### config.mk
export PLATFORM = sky130hd
export DESIGN_NAME = game_ctrl
export DESIGN_NICKNAME = d
export VERILOG_FILES = /design/src/rtl/game_pkg.sv /design/src/rtl/score_bcd.sv /design/src/rtl/game_ctrl.sv
export SDC_FILE = /design/constraint.sdc
export NUM_CORES = 1
export LEC_CHECK = 0
export BUFFER_PORTS_ARGS = -buffer_cell sky130_fd_sc_hd__buf_2
export CAP_MARGIN = 10
export CORE_MARGIN = 1.5
export CORE_UTILIZATION = 50
export CTS_CLUSTER_DIAMETER = 40
export DETAILED_ROUTE_END_ITERATION = 6
export GPL_TIMING_DRIVEN = 0
export PLACE_DENSITY = 0.77
export SYNTH_ARGS = -nofsm -noshare
export SYNTH_HDL_FRONTEND = slang
export SYNTH_SLANG_ARGS = --single-unit
### constraint.sdc
create_clock -name clk -period 2.8 [get_ports clk]
set_input_delay 0.56 -clock clk [delete_from_list [all_inputs] [get_ports clk]]
set_output_delay 0.56 -clock clk [all_outputs]
set_load 0.02 [all_outputs]
### src/rtl/game_pkg.sv
// game_pkg: shared definitions for the dino game sequencer.
//   state_e    : game state encoding (IDLE=0, RUN=1, JUMP=2, DEAD=3)
//   SCREEN_W/H : visible screen size in pixels
//   MAX_SPEED  : upper bound on the cactus step per frame
package game_pkg;

    typedef enum logic [1:0] {
        IDLE = 2'd0,
        RUN  = 2'd1,
        JUMP = 2'd2,
        DEAD = 2'd3
    } state_e;

    localparam logic [9:0] SCREEN_W  = 10'd640;
    localparam logic [9:0] SCREEN_H  = 10'd480;
    localparam logic [9:0] MAX_SPEED = 10'd15;

endpackage

### src/rtl/score_bcd.sv
// score_bcd: 4-digit BCD score counter, 9999 rolls over to 0000.
// Ports:
//   clk, rst : clock, asynchronous active-high reset (score -> 0000)
//   inc      : add one to the score this cycle
//   clear    : synchronous return to 0000 (wins over inc)
//   score    : BCD value, digit 3 in [15:12]
module score_bcd (
    input  logic        clk,
    input  logic        rst,
    input  logic        inc,
    input  logic        clear,
    output logic [15:0] score
);

    logic [15:0] score_q;
    logic [15:0] score_inc;
    logic        carry;

    // Ripple a carry up from digit 0; a digit at 9 becomes 0 and passes the carry on.
    always_comb begin
        score_inc = score_q;
        carry     = 1'b1;
        for (int i = 0; i < 4; i++) begin
            if (carry) begin
                if (score_q[4*i +: 4] == 4'd9) begin
                    score_inc[4*i +: 4] = 4'd0;
                end else begin
                    score_inc[4*i +: 4] = score_q[4*i +: 4] + 4'd1;
                    carry               = 1'b0;
                end
            end
        end
    end

    always_ff @(posedge clk or posedge rst) begin
        if (rst) begin
            score_q <= 16'h0000;
        end else if (clear) begin
            score_q <= 16'h0000;
        end else if (inc) begin
            score_q <= score_inc;
        end
    end

    assign score = score_q;

endmodule

### src/rtl/game_ctrl.sv
// game_ctrl: per-frame sequencer for the dino VGA game. Advances dino and cactus
// once per frame (at v_cnt==TICK_LINE, h_cnt==0), tracks score and detects
// dino/cactus overlap from the sprite layer signals.
// Ports:
//   clk, rst         : clock, asynchronous active-high reset
//   h_cnt, v_cnt     : current pixel column / line
//   valid            : visible-area flag
//   black_dino       : dino layer pixel on
//   black_cactus     : cactus layer pixel on
//   jump_pulse       : one-cycle debounced jump button pulse
//   dino_y, cactus_x : dino top edge y, cactus left edge x
//   score            : 4-digit BCD score
//   state            : IDLE=0, RUN=1, JUMP=2, DEAD=3
//   game_over        : high while DEAD
// Optional build macro GAME_SPEEDUP_EN: cactus step grows with the score tens digit.
module game_ctrl
    import game_pkg::*;
#(
    parameter logic [9:0] GROUND_Y     = 10'd400,
    parameter logic [6:0] JUMP_V0      = 7'd12,
    parameter logic [6:0] GRAVITY      = 7'd1,
    parameter logic [9:0] CACTUS_X0    = 10'd640,
    parameter logic [9:0] CACTUS_SPEED = 10'd4,
    parameter logic [9:0] TICK_LINE    = 10'd480
) (
    input  logic        clk,
    input  logic        rst,
    input  logic [9:0]  h_cnt,
    input  logic [9:0]  v_cnt,
    input  logic        valid,
    input  logic        black_dino,
    input  logic        black_cactus,
    input  logic        jump_pulse,
    output logic [9:0]  dino_y,
    output logic [9:0]  cactus_x,
    output logic [15:0] score,
    output logic [1:0]  state,
    output logic        game_over
);

    state_e             state_q;
    logic [9:0]         dino_y_q;
    logic [9:0]         cactus_x_q;
    logic signed [6:0]  vel_q;
    logic               hit_q;
    logic               cond_q;
    logic               game_over_q;

    logic               cond;
    logic               tick;
    logic               playing;
    logic               hit_now;
    logic               hit_eff;
    logic [9:0]         speed;
    logic               respawn;
    logic [9:0]         cactus_next;
    logic signed [10:0] next_y;
    logic               landed;
    logic               score_inc;
    logic               score_clr;

    // Edge-detect the tick line so a slow pixel clock still yields one pulse per frame.
    assign cond = (v_cnt == TICK_LINE) && (h_cnt == 10'd0);
    assign tick = cond && !cond_q;

    assign playing = (state_q == RUN) || (state_q == JUMP);
    assign hit_now = playing && valid && black_dino && black_cactus;
    // A collision in the tick cycle itself still counts for that tick.
    assign hit_eff = hit_q || hit_now;

`ifdef GAME_SPEEDUP_EN
    logic [10:0] speed_sum;
    assign speed_sum = {1'b0, CACTUS_SPEED} + {7'd0, score[7:4]};
    assign speed     = (speed_sum > {1'b0, MAX_SPEED}) ? MAX_SPEED : speed_sum[9:0];
`else
    assign speed = CACTUS_SPEED;
`endif

    assign respawn     = cactus_x_q < speed;
    assign cactus_next = respawn ? CACTUS_X0 : (cactus_x_q - speed);

    assign next_y = $signed({1'b0, dino_y_q}) - $signed({{4{vel_q[6]}}, vel_q});
    assign landed = next_y >= $signed({1'b0, GROUND_Y});

    assign score_inc = tick && playing && !hit_eff && respawn;
    assign score_clr = (state_q == DEAD) && jump_pulse;

    always_ff @(posedge clk or posedge rst) begin
        if (rst) begin
            state_q     <= IDLE;
            dino_y_q    <= GROUND_Y;
            cactus_x_q  <= CACTUS_X0;
            vel_q       <= 7'sd0;
            hit_q       <= 1'b0;
            cond_q      <= 1'b0;
            game_over_q <= 1'b0;
        end else begin
            cond_q <= cond;
            if (hit_now) begin
                hit_q <= 1'b1;
            end
            // Each tick consumes the collision flag.
            if (tick) begin
                hit_q <= 1'b0;
            end
            unique case (state_q)
                IDLE: begin
                    if (jump_pulse) begin
                        state_q <= RUN;
                    end
                end
                RUN: begin
                    if (tick && hit_eff) begin
                        state_q     <= DEAD;
                        game_over_q <= 1'b1;
                    end else begin
                        if (tick) begin
                            cactus_x_q <= cactus_next;
                        end
                        if (jump_pulse) begin
                            state_q <= JUMP;
                            vel_q   <= JUMP_V0;
                        end
                    end
                end
                JUMP: begin
                    if (tick) begin
                        if (hit_eff) begin
                            state_q     <= DEAD;
                            game_over_q <= 1'b1;
                        end else begin
                            cactus_x_q <= cactus_next;
                            if (landed) begin
                                dino_y_q <= GROUND_Y;
                                vel_q    <= 7'sd0;
                                state_q  <= RUN;
                            end else begin
                                dino_y_q <= next_y[9:0];
                                vel_q    <= vel_q - GRAVITY;
                            end
                        end
                    end
                end
                DEAD: begin
                    if (jump_pulse) begin
                        state_q     <= IDLE;
                        game_over_q <= 1'b0;
                        dino_y_q    <= GROUND_Y;
                        cactus_x_q  <= CACTUS_X0;
                        vel_q       <= 7'sd0;
                        hit_q       <= 1'b0;
                    end
                end
            endcase
        end
    end

    score_bcd u_score (
        .clk   (clk),
        .rst   (rst),
        .inc   (score_inc),
        .clear (score_clr),
        .score (score)
    );

    assign dino_y    = dino_y_q;
    assign cactus_x  = cactus_x_q;
    assign state     = state_q;
    assign game_over = game_over_q;

endmodule
Word-level counts from Yosys, hierarchy flattened
Index checks and enable logic that the tools add are counted.

Register bits: 48. Latch bits: 0. Memory bits (writable): 0. Memory bits (read-only): 0. Input bits: 26. Logic and storage cells: 119. Memories kept: 0.

Add/sub/neg operators: 7. Multipliers: 0. Divide/modulo/power cells: 0. $lt $le $gt $ge: 2. Eq/ne operators: 19. Shift operators: 0. Mux-type cells: 50. Bitwise gates (word level): 0. Reductions and logical operators: 30.

Operators with widths (number): 10-bit two-way mux (10); 7-bit two-way mux (6); 16-bit two-way mux (2); 10-bit one-hot mux with 3 select lines (1); 4-bit two-way mux (7); 7-bit one-hot mux with 3 select lines (1); 10-bit one-hot mux with 2 select lines (1); 4-bit by 1-bit adder with 4-bit output (second input constant) (4); 4-bit == test (second input constant) (4); 2-bit != test (second input constant) (8); 2-bit two-way mux (7); 1-bit two-way mux (13); 6-bit AND reduction (2); 11-bit by 10-bit >= comparator with 1-bit output (second input constant) (1); 11-bit by 7-bit subtractor with 11-bit output (1); 10-bit by 9-bit == test with 1-bit output (second input constant) (1); 1-bit logical AND (10); 10-bit logical NOT (1); 10-bit by 3-bit < comparator with 1-bit output (second input constant) (1); 5-bit AND reduction (2); 2-bit nonzero test (5); 10-bit by 3-bit subtractor with 10-bit output (second input constant) (1); 2-bit one-hot mux with 4 select lines (1); 7-bit by 1-bit subtractor with 7-bit output (second input constant) (1); 12 further kinds (17).

Longest topological paths before layout
Word-level depth: 11. Gate-level depth with buffers: 13. Depth with buffers taken out: 11.

By module
A second synthesis with hierarchy kept.

Cell total of the unflattened synthesis: 355. Area total of the unflattened synthesis: 3249.4 um^2.

By module, submodules not included: game_ctrl (times used 1, cells an instance 256, area each 2280.9 um^2, sequential area each 757.0 um^2); score_bcd (times used 1, cells an instance 99, area each 968.4 um^2, sequential area each 400.4 um^2).

Worst setup path after synthesis
No wires, ideal clock.

Kind: flip-flop to flip-flop. Start: register dino_y_q[0], in the netlist dino_y[0]. End: register vel_q[3]. Library setup time: 0.124 ns. Arrival: 2.715 ns. Path slack: -0.039 ns. Cell stages (with the launch flop): 13. Path buffers: 1. Period minus slack after synthesis: 2.839 ns. Path through: dfrtp_1 > inv_1 > ha_1 > fa_1 > nor2b_1 > o21ai_0 > o21ai_0 > xnor2_1 > a311o_1 > a311oi_1 > buf_2 > a21oi_1 > a211o_1.

Word-level cells in the longest chain between the ends: 6.

Ends and longest elaborated chain: start, declared (line game_ctrl.sv:42) `logic [9:0] dino_y_q;`; start signal, assigned (line game_ctrl.sv:138) `dino_y_q <= next_y[9:0];`; 11-bit by 7-bit subtractor with 11-bit output (line game_ctrl.sv:82) `assign next_y = $signed({1'b0, dino_y_q}) - $signed({{4{vel_q[6]}}, vel_q});`; 11-bit by 10-bit >= comparator with 1-bit output (line game_ctrl.sv:83) `assign landed = next_y >= $signed({1'b0, GROUND_Y});`; 7-bit two-way mux (line game_ctrl.sv:133) `if (landed) begin`; 7-bit two-way mux (line game_ctrl.sv:128) `if (hit_eff) begin`; 7-bit two-way mux (line game_ctrl.sv:127) `if (tick) begin`; 7-bit one-hot mux with 3 select lines (line game_ctrl.sv:106) `unique case (state_q)`; end signal, assigned (line game_ctrl.sv:139) `vel_q <= vel_q - GRAVITY;`; end, declared (line game_ctrl.sv:44) `logic signed [6:0] vel_q;`.

Every way passes these cells. The select of a mux whose other input is x is not followed. A chain may end at the register's enable or synchronous reset.

Worst setup path after layout
Start: register vel_q[0]. End: register vel_q[4].

Word-level cells in the longest chain between the ends: 6. Elaborated cells between the ends (all ways): 7. Classes of those cells: add/sub: 2; order compare: 1; mux: 4.

Ends and longest elaborated chain (line): 11-bit by 7-bit subtractor with 11-bit output (game_ctrl.sv:82); 11-bit by 10-bit >= comparator with 1-bit output (game_ctrl.sv:83); 7-bit two-way mux * (game_ctrl.sv:133); 7-bit two-way mux * (game_ctrl.sv:128); 7-bit two-way mux * (game_ctrl.sv:127); 7-bit one-hot mux with 3 select lines * (game_ctrl.sv:106).

Every way passes the cells marked *; elsewhere a longest branch is shown, timed or not. The select of a mux whose other input is x is not followed.

==> results list <==
* Worst IR Drop VDD: 0.7897 mV
* Fillcell total: 492
- Cell-by-cell listing of the critical path: ha_4, fa_2, nor2b_4, o21ai_2, o21ai_2, xnor2_1, a311o_1, a311oi_2, buf_4, buf_12, a21oi_2, a21o_1
- The die is 81.97 um wide.
- Via total after detailed routing: 2985
- CP required: 3.00 ns
* Netlist Area Pre-Place: 3118 um2
* Count of inserted antenna diode cells: 0
- For this run, design rule violations remaining after detail routing come to 0.
* TritonCTS clock tree: yes
* Class of the most critical setup path: flip-flop to flip-flop
- Final hold violation count: 0
- Across every metal layer, demand over resource in global routing totals 0.2252.
- Failing checks: setup timing
- Setup violations remaining at the end of the flow were counted as 13.
- For this run, asynchronously set or reset flops after synthesis account for 1.000.
* Worst clock skew on the final layout: 0.007964 ns
* Sequential cell area fraction in the yosys report: 0.3712
* Placer congestion estimate: 0.8730
- The flow ran to the end, but the final reports show violations.
- Clk slew on worst S/H paths: 0.09 ns
* Gate count after technology mapping: 355
- Core Area: 5956 um2
- Endpoint of the most critical register-to-register path: vel_q[4]
- Buffers placed on the I/O ports in this run total 62.
- Critical Path Start Type: flip-flop
- Subtracting the final worst setup slack from the clock period gives 2.906 ns.
- The critical path ends at vel_q[4].
- The share of synthesized area in the top cell type comes to 0.3291.
- Setup slack on the critical path of the routed design comes to -0.1061 ns.
- Once detail routing completed, the nets flagged for antenna violations numbered 0.
* Number of detailed-route iterations in the first pass: 4
- Sink count of the clock tree: 46
* Die Y: 81.97 um
* # nets final: 494
- Vias per inst: 5.763
- Maximum number of pins on one net before global-route repair: 34
- Summed over all instances, the cell type with the most area after synthesis is sky130_fd_sc_hd__dfrtp_1.
* Highest net fanout along the worst path: 5
- YS warnings: 0
* Data arrival time of the critical path: 3.11 ns
- Power spread over the standard cell area amounts to 1304 nW/um2.
- CTS built an H-tree with a depth of 2.
- Count of pins over their slew limit: 0
- Upper clock frequency limit: 344.1 MHz
- Worst r2r path cells: 12
* Library cells used by synthesis: 66
- DR WL/cell: 14.69 um
- Mean area per synthesized cell: 8.783 um2
* Relative slew margins: 0.5159
- After synthesis, the most frequently instantiated cells are sky130_fd_sc_hd__dfrtp_1 (41), sky130_fd_sc_hd__o21ai_0 (41), sky130_fd_sc_hd__nand2_1 (37).
- Buffers inserted during clock tree synthesis total 5.
- For this run, the slowest stage of the critical path takes 0.43 ns.
* Post-layout power: 5247 uW
- The most numerous cell type found on the critical path is sky130_fd_sc_hd__o21ai_2.
* Worst reg-to-reg setup slack: -0.11 ns
- Total number of placement rows: 28
* Synthesis-to-finish area growth: 29.09%
- In the synthesized netlist the dominant register cell turns out to be sky130_fd_sc_hd__dfrtp_1.
- Maximum capacitance violations: 0
- The analysis attributes to cell leakage a power of 0.001847 uW.
- Final wirelength: 7608 um
- Summed over all failing endpoints, the final setup total negative slack is -0.8984 ns.
* Synthesized flop and latch total: 46
- Number of global-route vias before repair: 2641
* CP max-delay cell: sky130_fd_sc_hd__dfrtp_1
* Initial antenna violation count: 0
- Congestion Overflow GR: 0
- Number of enable-type register cells in the synthesized netlist: 0
- Worst Hold Class: input pin to async pin
- In this run the worst setup path begins at vel_q[0].
* First DRT Iteration DRCs: 118
* Starting utilization of the core area: 0.5235
- Root Buffer Master: sky130_fd_sc_hd__clkbuf_8
- Detail Placement HPWL: 5265 um
- Setup repair after global routing could not meet its margin everywhere.
- For the pin with the worst max-slew slack, the measured transition is 0.7186 ns.
- The floorplan step defined a die boundary enclosing 6719 um2.
* Crit share post-route: 1.038
- In this run the critical register-to-register path is launched from vel_q[0].
* Fraction of layout instances using a drive strength above 1: 0.3431
* Clock network latency to the later pin of the worst-skew pair: 0.31 ns
* Clk buf depth: 2
* Main area contributors after synthesis: sky130_fd_sc_hd__dfrtp_1 (33%), sky130_fd_sc_hd__ha_1 (10%), sky130_fd_sc_hd__o21ai_0 (6.6%)
- Global-route wire length before repair: 11850 um
- Top-level port count: 65
- Endpoint class of the critical path: flip-flop
-- cells by family (layout without fill, tap and decap cells) --
kind of cell    Yosys count  in the layout  synth area share
mux                       1              1          0.003611
buf+inv                  31            118           0.04293
other cells               1              2          0.001203
simple gates            133            133            0.2259
compound gates          110            110            0.2287
xor+xnor                  7              7           0.01966
flops                    46             46            0.3712
fa+ha+maj                26             26            0.1067
-- state kept, by name, indices dropped and copies added, names as in the netlist --
name	cells
game_over	1
u_score.score	16
hit_q	1
dino_y	10
cactus_x	8
state	2
cond_q	1
vel_q	7
-- how the worst min path moves through the flow --
stage               startpoint                 to  depth (start not counted)  slack, ns
floorplan             vel_q[0]           vel_q[0]                          2       0.48
global placement     game_over          game_over                          2       0.48
detailed placement   game_over          game_over                          2       0.48
CTS                        rst  u_score.score[15]                          2       0.20
global route               rst  u_score.score[12]                          2       0.21
finish                     rst  u_score.score[12]                          2       0.20
-- metrics by stage --
stage	instance area, um2	setup slack [ns]	hold WS [ns]	cells	util
final	4025	-0.1061	0.1969	518	0.6758
after global routing	4025	-0.2483	0.2114	518	0.6758
after CTS	3785	0.006036	0.1979	505	0.6355
after detailed placement	3547	-0.2978	0.4804	494	0.5956
after global placement	3527	-0.2641	0.4795	493	0.5922
after floorplan	3123	0.01330	0.4753	356	-
-- layout make-up --
type / instances / area, um2 / share of cell area
Clock buffer: 5 / 68.82 / 0.01710
Timing Repair Buffer: 80 / 474.2 / 0.1178
Buffer: 10 / 60.06 / 0.01492
Sequential cell: 46 / 1161 / 0.2885
Multi-Input combinational cell: 279 / 2023 / 0.5026
Tap cell: 75 / 93.84 / 0.02331
Clock inverter: 3 / 68.82 / 0.01710
Inverter: 20 / 75.07 / 0.01865
-- metal layers --
layer / part of all wire / track usage / vias up
met5: 0 / 0 / -
met4: 0.011 / 0.05424 / 0
met3: 0.040 / 0.04556 / 9
met2: 0.50 / 0.3877 / 72
met1: 0.45 / 0.2884 / 1450
li1: - / - / 1454
-- layout by cell type, fill, tap and decap left out, types with 6 or more instances in the layout --
master	count
sky130_fd_sc_hd__a21o_1	6
sky130_fd_sc_hd__a21oi_1	13
sky130_fd_sc_hd__buf_2	63
sky130_fd_sc_hd__buf_4	18
sky130_fd_sc_hd__dfrtp_1	38
sky130_fd_sc_hd__ha_1	20
sky130_fd_sc_hd__inv_1	17
sky130_fd_sc_hd__nand2_1	36
sky130_fd_sc_hd__nand3_1	8
sky130_fd_sc_hd__nor2_1	29
sky130_fd_sc_hd__nor2b_1	7
sky130_fd_sc_hd__nor3_1	7
sky130_fd_sc_hd__o21ai_0	31
sky130_fd_sc_hd__o21ai_2	7
sky130_fd_sc_hd__o31ai_1	14
-- power by group --
| group | total, uW | switching [uW] | leakage (uW) | internal (uW) |
|---|---|---|---|---|
| Sequential | 1090 | 201 | 0.000594 | 891 |
| Combinational | 3550 | 2000 | 0.00118 | 1550 |
| Clock | 604 | 246 | 0.0000683 | 358 |
-- repair_timing --
item	4_1_cts	5_1_grt
gates resized for setup	15	46
pin swaps	4	19
setup endpoints to repair	18	26
cloned	0	0
hold buffers	0	0
setup buffers	4	14
-- worst max-delay path: cells and delay by family (launching register included) --
family | cells | cell delay [ns]
flip-flops | 1 | 0.43
adder cells (fa/ha/maj) | 2 | 0.59
XOR/XNOR | 1 | 0.10
AO/OA/AOI/OAI | 6 | 1.17
buffers and inverters | 2 | 0.33
AND/OR/NAND/NOR | 1 | 0.17
Power figures use the tool's default switching activity.
